## config.mk

```make
export PLATFORM = sky130hd
export DESIGN_NAME = uart_loader_flat
export DESIGN_NICKNAME = d
export VERILOG_FILES = /design/src/rtl/uart_loader_if.sv /design/src/rtl/uart_loader.sv /design/src/flat_wrapper.sv
export SDC_FILE = /design/constraint.sdc
export NUM_CORES = 1
export LEC_CHECK = 0
export ABC_CLOCK_PERIOD_IN_PS = 4200
export BUFFER_PORTS_ARGS = -buffer_cell sky130_fd_sc_hd__buf_2
export CAP_MARGIN = 5
export CELL_PAD_IN_SITES_DETAIL_PLACEMENT = 2
export CELL_PAD_IN_SITES_GLOBAL_PLACEMENT = 2
export CORE_ASPECT_RATIO = 1.75
export CORE_MARGIN = 2
export CORE_UTILIZATION = 35
export DETAILED_ROUTE_END_ITERATION = 10
export PLACE_DENSITY_LB_ADDON = 0.1
export SLEW_MARGIN = 20
export SYNTH_ARGS = -nofsm -noshare
export SYNTH_HDL_FRONTEND = slang
export SYNTH_SLANG_ARGS = --single-unit
export TNS_END_PERCENT = 30
```

## constraint.sdc

```tcl
create_clock -name clk -period 4.2 [get_ports clk]
set_clock_uncertainty 0.15 [all_clocks]
set_input_delay 0.63 -clock clk [delete_from_list [all_inputs] [get_ports clk]]
set_output_delay 0.63 -clock clk [all_outputs]
set_load 0.05 [all_outputs]
```

## src/rtl/uart_loader_if.sv

```systemverilog
// Memory write bus and loader status toward the RV32I core.
interface uart_loader_if #(
    parameter int ADDR_W = 12
);
    logic              mem_we;
    logic [ADDR_W-1:0] mem_addr;
    logic [31:0]       mem_wdata;
    logic              cpu_reset;
    logic              done;
    logic              error;
    logic              busy;

    // Loader side drives the bus.
    modport master (
        output mem_we, mem_addr, mem_wdata, cpu_reset, done, error, busy
    );

    // Core/memory side observes it.
    modport slave (
        input mem_we, mem_addr, mem_wdata, cpu_reset, done, error, busy
    );
endinterface

```

## src/rtl/uart_loader.sv

```systemverilog
// UART boot loader: receives LEN_LO, LEN_HI, 4*N data bytes and an 8-bit
// wrapping checksum, writes little-endian words into core memory and
// releases the core reset once the image has been verified.
module uart_loader #(
    parameter int CLKS_PER_BIT = 434,
    parameter int ADDR_W       = 12,
    parameter int MAX_WORDS    = 2056
) (
    input  logic          clk,
    input  logic          reset,
    input  logic          ser_rx,
    uart_loader_if.master bus
);

    localparam int CW = (CLKS_PER_BIT > 1) ? $clog2(CLKS_PER_BIT) : 1;
    localparam logic [CW-1:0] HALF_M1 = CW'(CLKS_PER_BIT / 2 - 1);
    localparam logic [CW-1:0] FULL_M1 = CW'(CLKS_PER_BIT - 1);

    typedef enum logic [1:0] {
        RX_IDLE,
        RX_START,
        RX_DATA,
        RX_STOP
    } rx_state_t;

    typedef enum logic [2:0] {
        LD_LEN0,
        LD_LEN1,
        LD_DATA,
        LD_CSUM,
        LD_DONE,
        LD_ERR
    } ld_state_t;

    // ------------------------------------------------------------------
    // Receiver
    // ------------------------------------------------------------------
    logic      sync1_q, sync2_q;
    rx_state_t rx_state_q, rx_state_d;
    logic [CW-1:0] cnt_q, cnt_d;
    logic [2:0] bit_q, bit_d;
    logic [7:0] shreg_q, shreg_d;
    logic       byte_valid_q, byte_valid_d;
    logic       frame_err_q, frame_err_d;

    // Two-flop synchronizer for the asynchronous serial line (idles high).
    always_ff @(posedge clk or posedge reset) begin
        if (reset) begin
            sync1_q <= 1'b1;
            sync2_q <= 1'b1;
        end else begin
            sync1_q <= ser_rx;
            sync2_q <= sync1_q;
        end
    end

    // RX state register, bit timer, shift register and byte/error strobes.
    always_ff @(posedge clk or posedge reset) begin
        if (reset) begin
            rx_state_q   <= RX_IDLE;
            cnt_q        <= '0;
            bit_q        <= '0;
            shreg_q      <= '0;
            byte_valid_q <= 1'b0;
            frame_err_q  <= 1'b0;
        end else begin
            rx_state_q   <= rx_state_d;
            cnt_q        <= cnt_d;
            bit_q        <= bit_d;
            shreg_q      <= shreg_d;
            byte_valid_q <= byte_valid_d;
            frame_err_q  <= frame_err_d;
        end
    end

    // RX next-state: mid-bit sampling after a half-bit start qualification.
    always_comb begin
        rx_state_d   = rx_state_q;
        cnt_d        = cnt_q;
        bit_d        = bit_q;
        shreg_d      = shreg_q;
        byte_valid_d = 1'b0;
        frame_err_d  = 1'b0;
        unique case (rx_state_q)
            RX_IDLE: begin
                if (!sync2_q) begin
                    rx_state_d = RX_START;
                    cnt_d      = '0;
                end
            end
            RX_START: begin
                if (cnt_q == HALF_M1) begin
                    cnt_d = '0;
                    bit_d = '0;
                    rx_state_d = sync2_q ? RX_IDLE : RX_DATA;
                end else begin
                    cnt_d = cnt_q + 1'b1;
                end
            end
            RX_DATA: begin
                if (cnt_q == FULL_M1) begin
                    cnt_d   = '0;
                    shreg_d = {sync2_q, shreg_q[7:1]};
                    if (bit_q == 3'd7) begin
                        rx_state_d = RX_STOP;
                    end else begin
                        bit_d = bit_q + 3'd1;
                    end
                end else begin
                    cnt_d = cnt_q + 1'b1;
                end
            end
            RX_STOP: begin
                if (cnt_q == FULL_M1) begin
                    cnt_d      = '0;
                    rx_state_d = RX_IDLE;
                    if (sync2_q) begin
                        byte_valid_d = 1'b1;
                    end else begin
                        frame_err_d = 1'b1;
                    end
                end else begin
                    cnt_d = cnt_q + 1'b1;
                end
            end
            default: rx_state_d = RX_IDLE;
        endcase
    end

    // ------------------------------------------------------------------
    // Loader
    // ------------------------------------------------------------------
    ld_state_t         ld_state_q, ld_state_d;
    logic [15:0]       len_q, len_d;
    logic [7:0]        sum_q, sum_d;
    logic [ADDR_W-1:0] idx_q, idx_d;
    logic [1:0]        bcnt_q, bcnt_d;
    logic [23:0]       word_q, word_d;
    logic              mem_we_q, mem_we_d;
    logic [ADDR_W-1:0] addr_q, addr_d;
    logic [31:0]       wdata_q, wdata_d;
    logic [15:0]       len_new;

    assign len_new = {shreg_q, len_q[7:0]};

    // Loader state register and registered memory-write outputs.
    always_ff @(posedge clk or posedge reset) begin
        if (reset) begin
            ld_state_q <= LD_LEN0;
            len_q      <= '0;
            sum_q      <= '0;
            idx_q      <= '0;
            bcnt_q     <= '0;
            word_q     <= '0;
            mem_we_q   <= 1'b0;
            addr_q     <= '0;
            wdata_q    <= '0;
        end else begin
            ld_state_q <= ld_state_d;
            len_q      <= len_d;
            sum_q      <= sum_d;
            idx_q      <= idx_d;
            bcnt_q     <= bcnt_d;
            word_q     <= word_d;
            mem_we_q   <= mem_we_d;
            addr_q     <= addr_d;
            wdata_q    <= wdata_d;
        end
    end

    // Loader next-state: length check, word assembly, checksum compare.
    always_comb begin
        ld_state_d = ld_state_q;
        len_d      = len_q;
        sum_d      = sum_q;
        idx_d      = idx_q;
        bcnt_d     = bcnt_q;
        word_d     = word_q;
        mem_we_d   = 1'b0;
        addr_d     = addr_q;
        wdata_d    = wdata_q;
        if (frame_err_q && ld_state_q != LD_DONE && ld_state_q != LD_ERR) begin
            ld_state_d = LD_ERR;
        end else if (byte_valid_q) begin
            unique case (ld_state_q)
                LD_LEN0: begin
                    len_d      = {8'h00, shreg_q};
                    sum_d      = sum_q + shreg_q;
                    ld_state_d = LD_LEN1;
                end
                LD_LEN1: begin
                    len_d = len_new;
                    sum_d = sum_q + shreg_q;
                    if (32'(len_new) > 32'(MAX_WORDS)) begin
                        ld_state_d = LD_ERR;
                    end else if (len_new == 16'd0) begin
                        ld_state_d = LD_CSUM;
                    end else begin
                        ld_state_d = LD_DATA;
                    end
                end
                LD_DATA: begin
                    sum_d  = sum_q + shreg_q;
                    word_d = {shreg_q, word_q[23:8]};
                    bcnt_d = bcnt_q + 2'd1;
                    if (bcnt_q == 2'd3) begin
                        mem_we_d = 1'b1;
                        addr_d   = idx_q;
                        wdata_d  = {shreg_q, word_q};
                        idx_d    = idx_q + 1'b1;
                        if (16'(idx_q) == len_q - 16'd1) begin
                            ld_state_d = LD_CSUM;
                        end
                    end
                end
                LD_CSUM: begin
                    ld_state_d = (shreg_q == sum_q) ? LD_DONE : LD_ERR;
                end
                default: ;
            endcase
        end
    end

    assign bus.mem_we    = mem_we_q;
    assign bus.mem_addr  = addr_q;
    assign bus.mem_wdata = wdata_q;
    assign bus.done      = (ld_state_q == LD_DONE);
    assign bus.error     = (ld_state_q == LD_ERR);
    assign bus.cpu_reset = (ld_state_q != LD_DONE);
    assign bus.busy      = (ld_state_q == LD_LEN1) || (ld_state_q == LD_DATA) ||
                           (ld_state_q == LD_CSUM);

endmodule

```

## src/flat_wrapper.sv

```systemverilog
// flat-port wrapper written by rule: the top's interface ports become plain ports
module uart_loader_flat 
#(
    parameter int CLKS_PER_BIT = 434,
    parameter int ADDR_W       = 12,
    parameter int MAX_WORDS    = 2056
)
  (clk, reset, ser_rx, bus_mem_we, bus_mem_addr, bus_mem_wdata, bus_cpu_reset, bus_done, bus_error, bus_busy);
  uart_loader_if #(.ADDR_W(ADDR_W)) bus_i ();
  input  logic clk;
  input  logic reset;
  input  logic ser_rx;
  output wire logic [$bits(bus_i.mem_we)-1:0] bus_mem_we;
  output wire logic [$bits(bus_i.mem_addr)-1:0] bus_mem_addr;
  output wire logic [$bits(bus_i.mem_wdata)-1:0] bus_mem_wdata;
  output wire logic [$bits(bus_i.cpu_reset)-1:0] bus_cpu_reset;
  output wire logic [$bits(bus_i.done)-1:0] bus_done;
  output wire logic [$bits(bus_i.error)-1:0] bus_error;
  output wire logic [$bits(bus_i.busy)-1:0] bus_busy;
  assign bus_mem_we = bus_i.mem_we;
  assign bus_mem_addr = bus_i.mem_addr;
  assign bus_mem_wdata = bus_i.mem_wdata;
  assign bus_cpu_reset = bus_i.cpu_reset;
  assign bus_done = bus_i.done;
  assign bus_error = bus_i.error;
  assign bus_busy = bus_i.busy;
  uart_loader #(.CLKS_PER_BIT(CLKS_PER_BIT), .ADDR_W(ADDR_W), .MAX_WORDS(MAX_WORDS)) u_core (.clk(clk), .reset(reset), .ser_rx(ser_rx), .bus(bus_i));
endmodule
```

* Word-level counts from Yosys, hierarchy flattened
Cells that the tools add are included.
** Operators by class
- $add $sub $neg :: 6
- Multiply operators :: 0
- Divide/modulo/power cells :: 0
- Order comparisons :: 1
- Eq/ne operators :: 24
- Shift-type cells :: 0
- Multiplexer cells :: 34
- Bitwise operators :: 2
- Reductions and logical operators :: 22
** Operators by type and width (count)
- $pmux W16 S2 :: 1
- $mux W9 :: 3
- $pmux W9 S3 :: 1
- $mux W3 :: 8
- $eq A12 B16 Y1 :: 1
- $gt A16 B12 Y1 const B :: 1
- $logic_not A16 Y1 :: 1
- $reduce_and A4 Y1 :: 4
- $sub A16 B1 Y16 const B :: 1
- $add A12 B1 Y12 const B :: 1
- $mux W1 :: 12
- $mux W2 :: 6
- $pmux W3 S4 :: 1
- $add A9 B1 Y9 const B :: 1
- $eq A3 B3 Y1 const B :: 3
- $eq A9 B8 Y1 const B :: 1
- $eq A9 B9 Y1 const B :: 1
- $reduce_and A3 Y1 :: 3
- $add A8 B8 Y8 :: 1
- $eq A8 B8 Y1 :: 1
- $ne A2 B1 Y1 const B :: 4
- $pmux W2 S4 :: 1
- $eq A2 B2 Y1 const B :: 3
- $eq A3 B2 Y1 const B :: 2
- 19 further kinds :: 27
** Word-level totals
- Register bits :: 136
- Latch bits :: 0
- RAM bits :: 0
- Bits in read-only memories :: 0
- Input bits :: 3
- Memories :: 0

* Depth between registers and ports, before layout
- Depth in word-level cells :: 7
- Gate-level depth with buffers :: 10

* Worst setup path before layout
Ideal clock, no wire load.
- Path type :: flip-flop to flip-flop
- Start point :: reg u_core.len_q[0]
- End point :: reg u_core.ld_state_q[0]
- Library setup time :: 0.128 ns
- Arrival time :: 2.212 ns
- Required time :: 3.922 ns
- Path slack :: 1.711 ns
- Stages on the path, launching flop included :: 10
- Cell sequence :: dfrtp_1 -> inv_1 -> ha_1 -> or3b_1 -> or3_1 -> a21oi_1 -> o221ai_1 -> a211oi_1 -> a31oi_1 -> mux2_1
** On the way
- Longest elaborated chain between the ends :: 6
** Ends and longest elaborated chain
- start, declared :: RTL line uart_loader.sv:134 : logic [15:0] len_q, len_d;
- start signal, assigned :: RTL line uart_loader.sv:160 : len_q <= len_d;
- branches (longest 6 deep; another with $sub A16 B1 Y16)
- end signal, assigned :: RTL line uart_loader.sv:159 : ld_state_q <= ld_state_d;
- end, declared :: RTL line uart_loader.sv:133 : ld_state_t ld_state_q, ld_state_d;
Several ways; the timed one is not identified. The select of a mux whose other input is x is not followed.
A chain may end at the register's enable or synchronous reset.

* Worst setup path in the final report
Same ends and word-level chain as after synthesis.

==> metrics.md <==
| Metric | Value |
|---|---|
| Worst slack, placed | 1.35 ns |
| Hold Path Origin | ser_rx |
| Fraction of layout cells with a size suffix above 1 | 19.6% |
| M1 GR Usage | 20.3% |
| Worst Setup Start Kind | register |
| Root buf cell | clkbuf_16 |
| Die X | 105 um |
| Slew Limit Fails | 0 |
| Clk sink count | 136 |
| Worst hold stages | 1 |
| Final Critical Period | 2.91 ns |
| Num ports | 52 |
| Most frequent cells in the layout | nand2_1 (191), dfrtp_1 (134), buf_2 (51), o21ai_0 (40), mux2_2 (39) |
| Via count | 4777 |
| # setup viols final | 0 |
| Worst skew pair latency | 0.44 ns |
| Num rows | 64 |
| Main synth FF type | dfrtp_1 |
| Die Ht | 181 um |
| Starting density of the core | 35.8% |
| Reg-to-reg endpoint | u_core.ld_state_q[0]$_DFFE_PP0P_ |
| FILL cells | 1870 |
| Post-layout net count | 705 |
| Initial antenna violation count | 0 |
| Vias in the first global route | 5449 |
| Count of cell types in the netlist | 57 |
| Yosys top cell by area | dfrtp_1 |
| Yosys warning total | 0 |
| Global route hottest layer | met2 |
| Largest net degree at the start of global routing | 137 |
| Syn_nets | 654 |
| Diodes inserted | 0 |
| Layout area overhead | 17.5% |
| Worst VDD drop | 0.244 mV |
| Unrepaired setup endpoints after global routing | no |
| Hold_buf cts | 0 |
| Seq/Total Area, Yosys | 54.2% |
| Met3 GRT Util | 4.55% |
| Worst Path Arrival | 3.07 ns |
| Gate Count Post-Synth | 635 |
| CP max-delay cell | nor3b_1 |
| Critical path cell sequence | inv_1 -> ha_1 -> nor3b_1 -> nor2_1 -> mux2_2 -> a211oi_2 -> a211oi_1 -> a31oi_1 -> mux2_1 |
| Tot GR Track Use | 19.4% |
| Design area | 7380 sq um |
| Die footprint | 19100 sq um |
| Post-synth EDFFs | 0 |
| Fin Hold WS | 0.143 ns |
| Post-DR wirelength/cell | 18.3 um |
| Worst Path Max Fanout | 6 |
| LEAKAGE | 0.00378 uW |
| HPWL after DPL | 11.7 mm |
| Total CTS buffers | 17 |
| Worst min-delay path class | in -> reg |
| Setup TNS | 0 ns |
| Tightest Pin Transition | 0.784 ns |
| CTS clk-pin slew, worst paths | 0.06 ns |
| TritonRoute pass-1 iters | 4 |
| Most common cell after layout, fill and taps aside | nand2_1 |
| Grt ovf | 0 |
| Post-route ant nets | 0 |
| Storage cell area | 3410 sq um |
| First-pass GRT wire length | 28.8 mm |
| Post-route setup slack | 1.29 ns |
| Max Clk Rate | 344 MHz |
| Core ar. | 17500 sq um |
| Max cap viols | 0 |
| Ys async rst share | 100% |
| Met2 usage in global routing | 35.8% |
| TritonCTS clock tree | built |
| CP max stage delay | 0.67 ns |
| # placed instances | 898 |
| DP Area | 6780 sq um |
| Status | finished, final reports clean |
| Routed Wire Length | 17.0 mm |
| Min-Delay Endpoint | u_core.sync1_q$_DFF_PP1_ |
| Finished Layout Cells | 930 |
| IO buf count | 51 |
| Crit end category | register |
| Syn avg cell area | 9.89 sq um |
| Multi-input gate area | 2710 sq um |
| Power density over the cells | 389 nW/um^2 |
| Reg2Reg Setup Slack | 1.29 ns |
| Number of gates resized after cts | 0 |
| R2r startpoint | u_core.len_q[0]$_DFFE_PP0P_ |
| Vias per cell | 5.14 |
| Iter 0 DRT Violations | 109 |
| CP startpoint | u_core.len_q[0]$_DFFE_PP0P_ |
| Final hold violations | 0 |
| Top cell type's share of synthesized area | 53.4% |
| Synth top area cells | dfrtp_1 (53%), nand2_1 (11%), mux2_2 (7.0%) |
| DRC | 0 |
| Mapped Area | 6280 sq um |
| Htree depth | 4 |
| Kind of critical path | reg -> reg |
| Part of the cycle the worst path needs | 69.2% |
| R2r worst-path depth | 9 |
| Critical path required time | 4.37 ns |
| #FFs+latches synth | 136 |
| Clock buffer depth | 2 |
| Post-CTS setup buffer count | 0 |
| RD Place Congestion | 0.841 |
| Slew headroom | 47.6% |
==> where the power goes <==
group	internal (uW)	switching [uW]	total, uW
Combinational	2.96	26.4	29.4
Clock	851	681	1530
Sequential	1310	0.781	1310
==> per-layer routing <==
layer,vias to the layer above,wire length [um]
li1,2240,-
met1,2418,6510
met2,80,9390
met3,39,510
met4,0,590
met5,-,0
==> cell type report <==
class / count / share of cell area, %
sequential: 136 / 46.1
multi-input combinational: 456 / 36.7
clock buffer: 17 / 5.76
timing repair buffer: 56 / 4.14
tap: 231 / 3.92
clock inverter: 15 / 2.34
inverter: 19 / 1.02
==> sequential cells by signal, summed over array words and instances, names as in the netlist, named ones only <==
register	cells
u_core.bcnt_q	2
u_core.bit_q	3
u_core.bus.mem_addr	12
u_core.bus.mem_wdata	32
u_core.bus.mem_we	1
u_core.byte_valid_q	1
u_core.cnt_q	9
u_core.frame_err_q	1
u_core.idx_q	12
u_core.ld_state_q	3
u_core.len_q	16
u_core.rx_state_q	1
u_core.shreg_q	8
u_core.sum_q	8
u_core.sync1_q	1
u_core.sync2_q	1
u_core.word_q	24
==> synth_stat cells, types with 2 or more instances <==
| library cell | count |
|---|---|
| nand3_1 | 12 |
| a31oi_1 | 2 |
| a211oi_1 | 3 |
| nand4b_1 | 2 |
| clkbuf_1 | 19 |
| nor3b_1 | 2 |
| or4_1 | 4 |
| buf_2 | 4 |
| dfrtp_1 | 134 |
| nor2b_1 | 7 |
| nor3_1 | 13 |
| nand2b_1 | 5 |
| dfstp_2 | 2 |
| nor4_1 | 6 |
| nand2_1 | 191 |
| inv_1 | 18 |
| a21oi_1 | 14 |
| xor2_1 | 14 |
| xnor2_1 | 19 |
| or3_1 | 2 |
| o21ai_0 | 40 |
| a21o_1 | 2 |
| and3b_1 | 2 |
| nand4_1 | 7 |
| nor2_1 | 23 |
| ha_1 | 15 |
| and3_1 | 4 |
| o21bai_1 | 2 |
| mux2_2 | 39 |
==> metrics by stage <==
step / utilization (%) / total power (uW)
2_1_floorplan: - / 1360
6_report: 42.1 / 2870
5_1_grt: 42.1 / 2980
3_5_place_dp: 38.7 / 1370
4_1_cts: 42.1 / 2920
3_3_place_gp: 38.7 / 1370
==> worst max path at each step <==
| stage | endpoint | slack (ns) | cells past startpoint |
|---|---|---|---|
| floorplan | u_core.ld_state_q[0]$_DFFE_PP0P_ | 1.71 | 9 |
| global placement | u_core.ld_state_q[0]$_DFFE_PP0P_ | 1.43 | 9 |
| detailed placement | u_core.ld_state_q[0]$_DFFE_PP0P_ | 1.35 | 9 |
| CTS | u_core.ld_state_q[0]$_DFFE_PP0P_ | 1.29 | 9 |
| global route | u_core.ld_state_q[0]$_DFFE_PP0P_ | 1.00 | 9 |
| finish | u_core.ld_state_q[0]$_DFFE_PP0P_ | 1.29 | 9 |
==> cells by family after synthesis <==
kind of cell	synth area share [%]
XOR/XNOR	4.60
multiplexers	7.33
AND/OR/NAND/NOR	20.5
AO/OA/AOI/OAI	7.35
adder cells (fa/ha/maj)	3.31
buffers and inverters	2.65
flip-flops	54.2
==> critical path: cells and delay by family, from the launching register on <==
kind	cells	cell delay, ns
adder cells (fa/ha/maj)	1	0.22
AND/OR/NAND/NOR	2	0.77
buffers and inverters	1	0.10
flip-flops	1	0.43
multiplexers	2	0.65
AO/OA/AOI/OAI	3	0.49
Note: power is estimated with default switching activity, not from simulation.
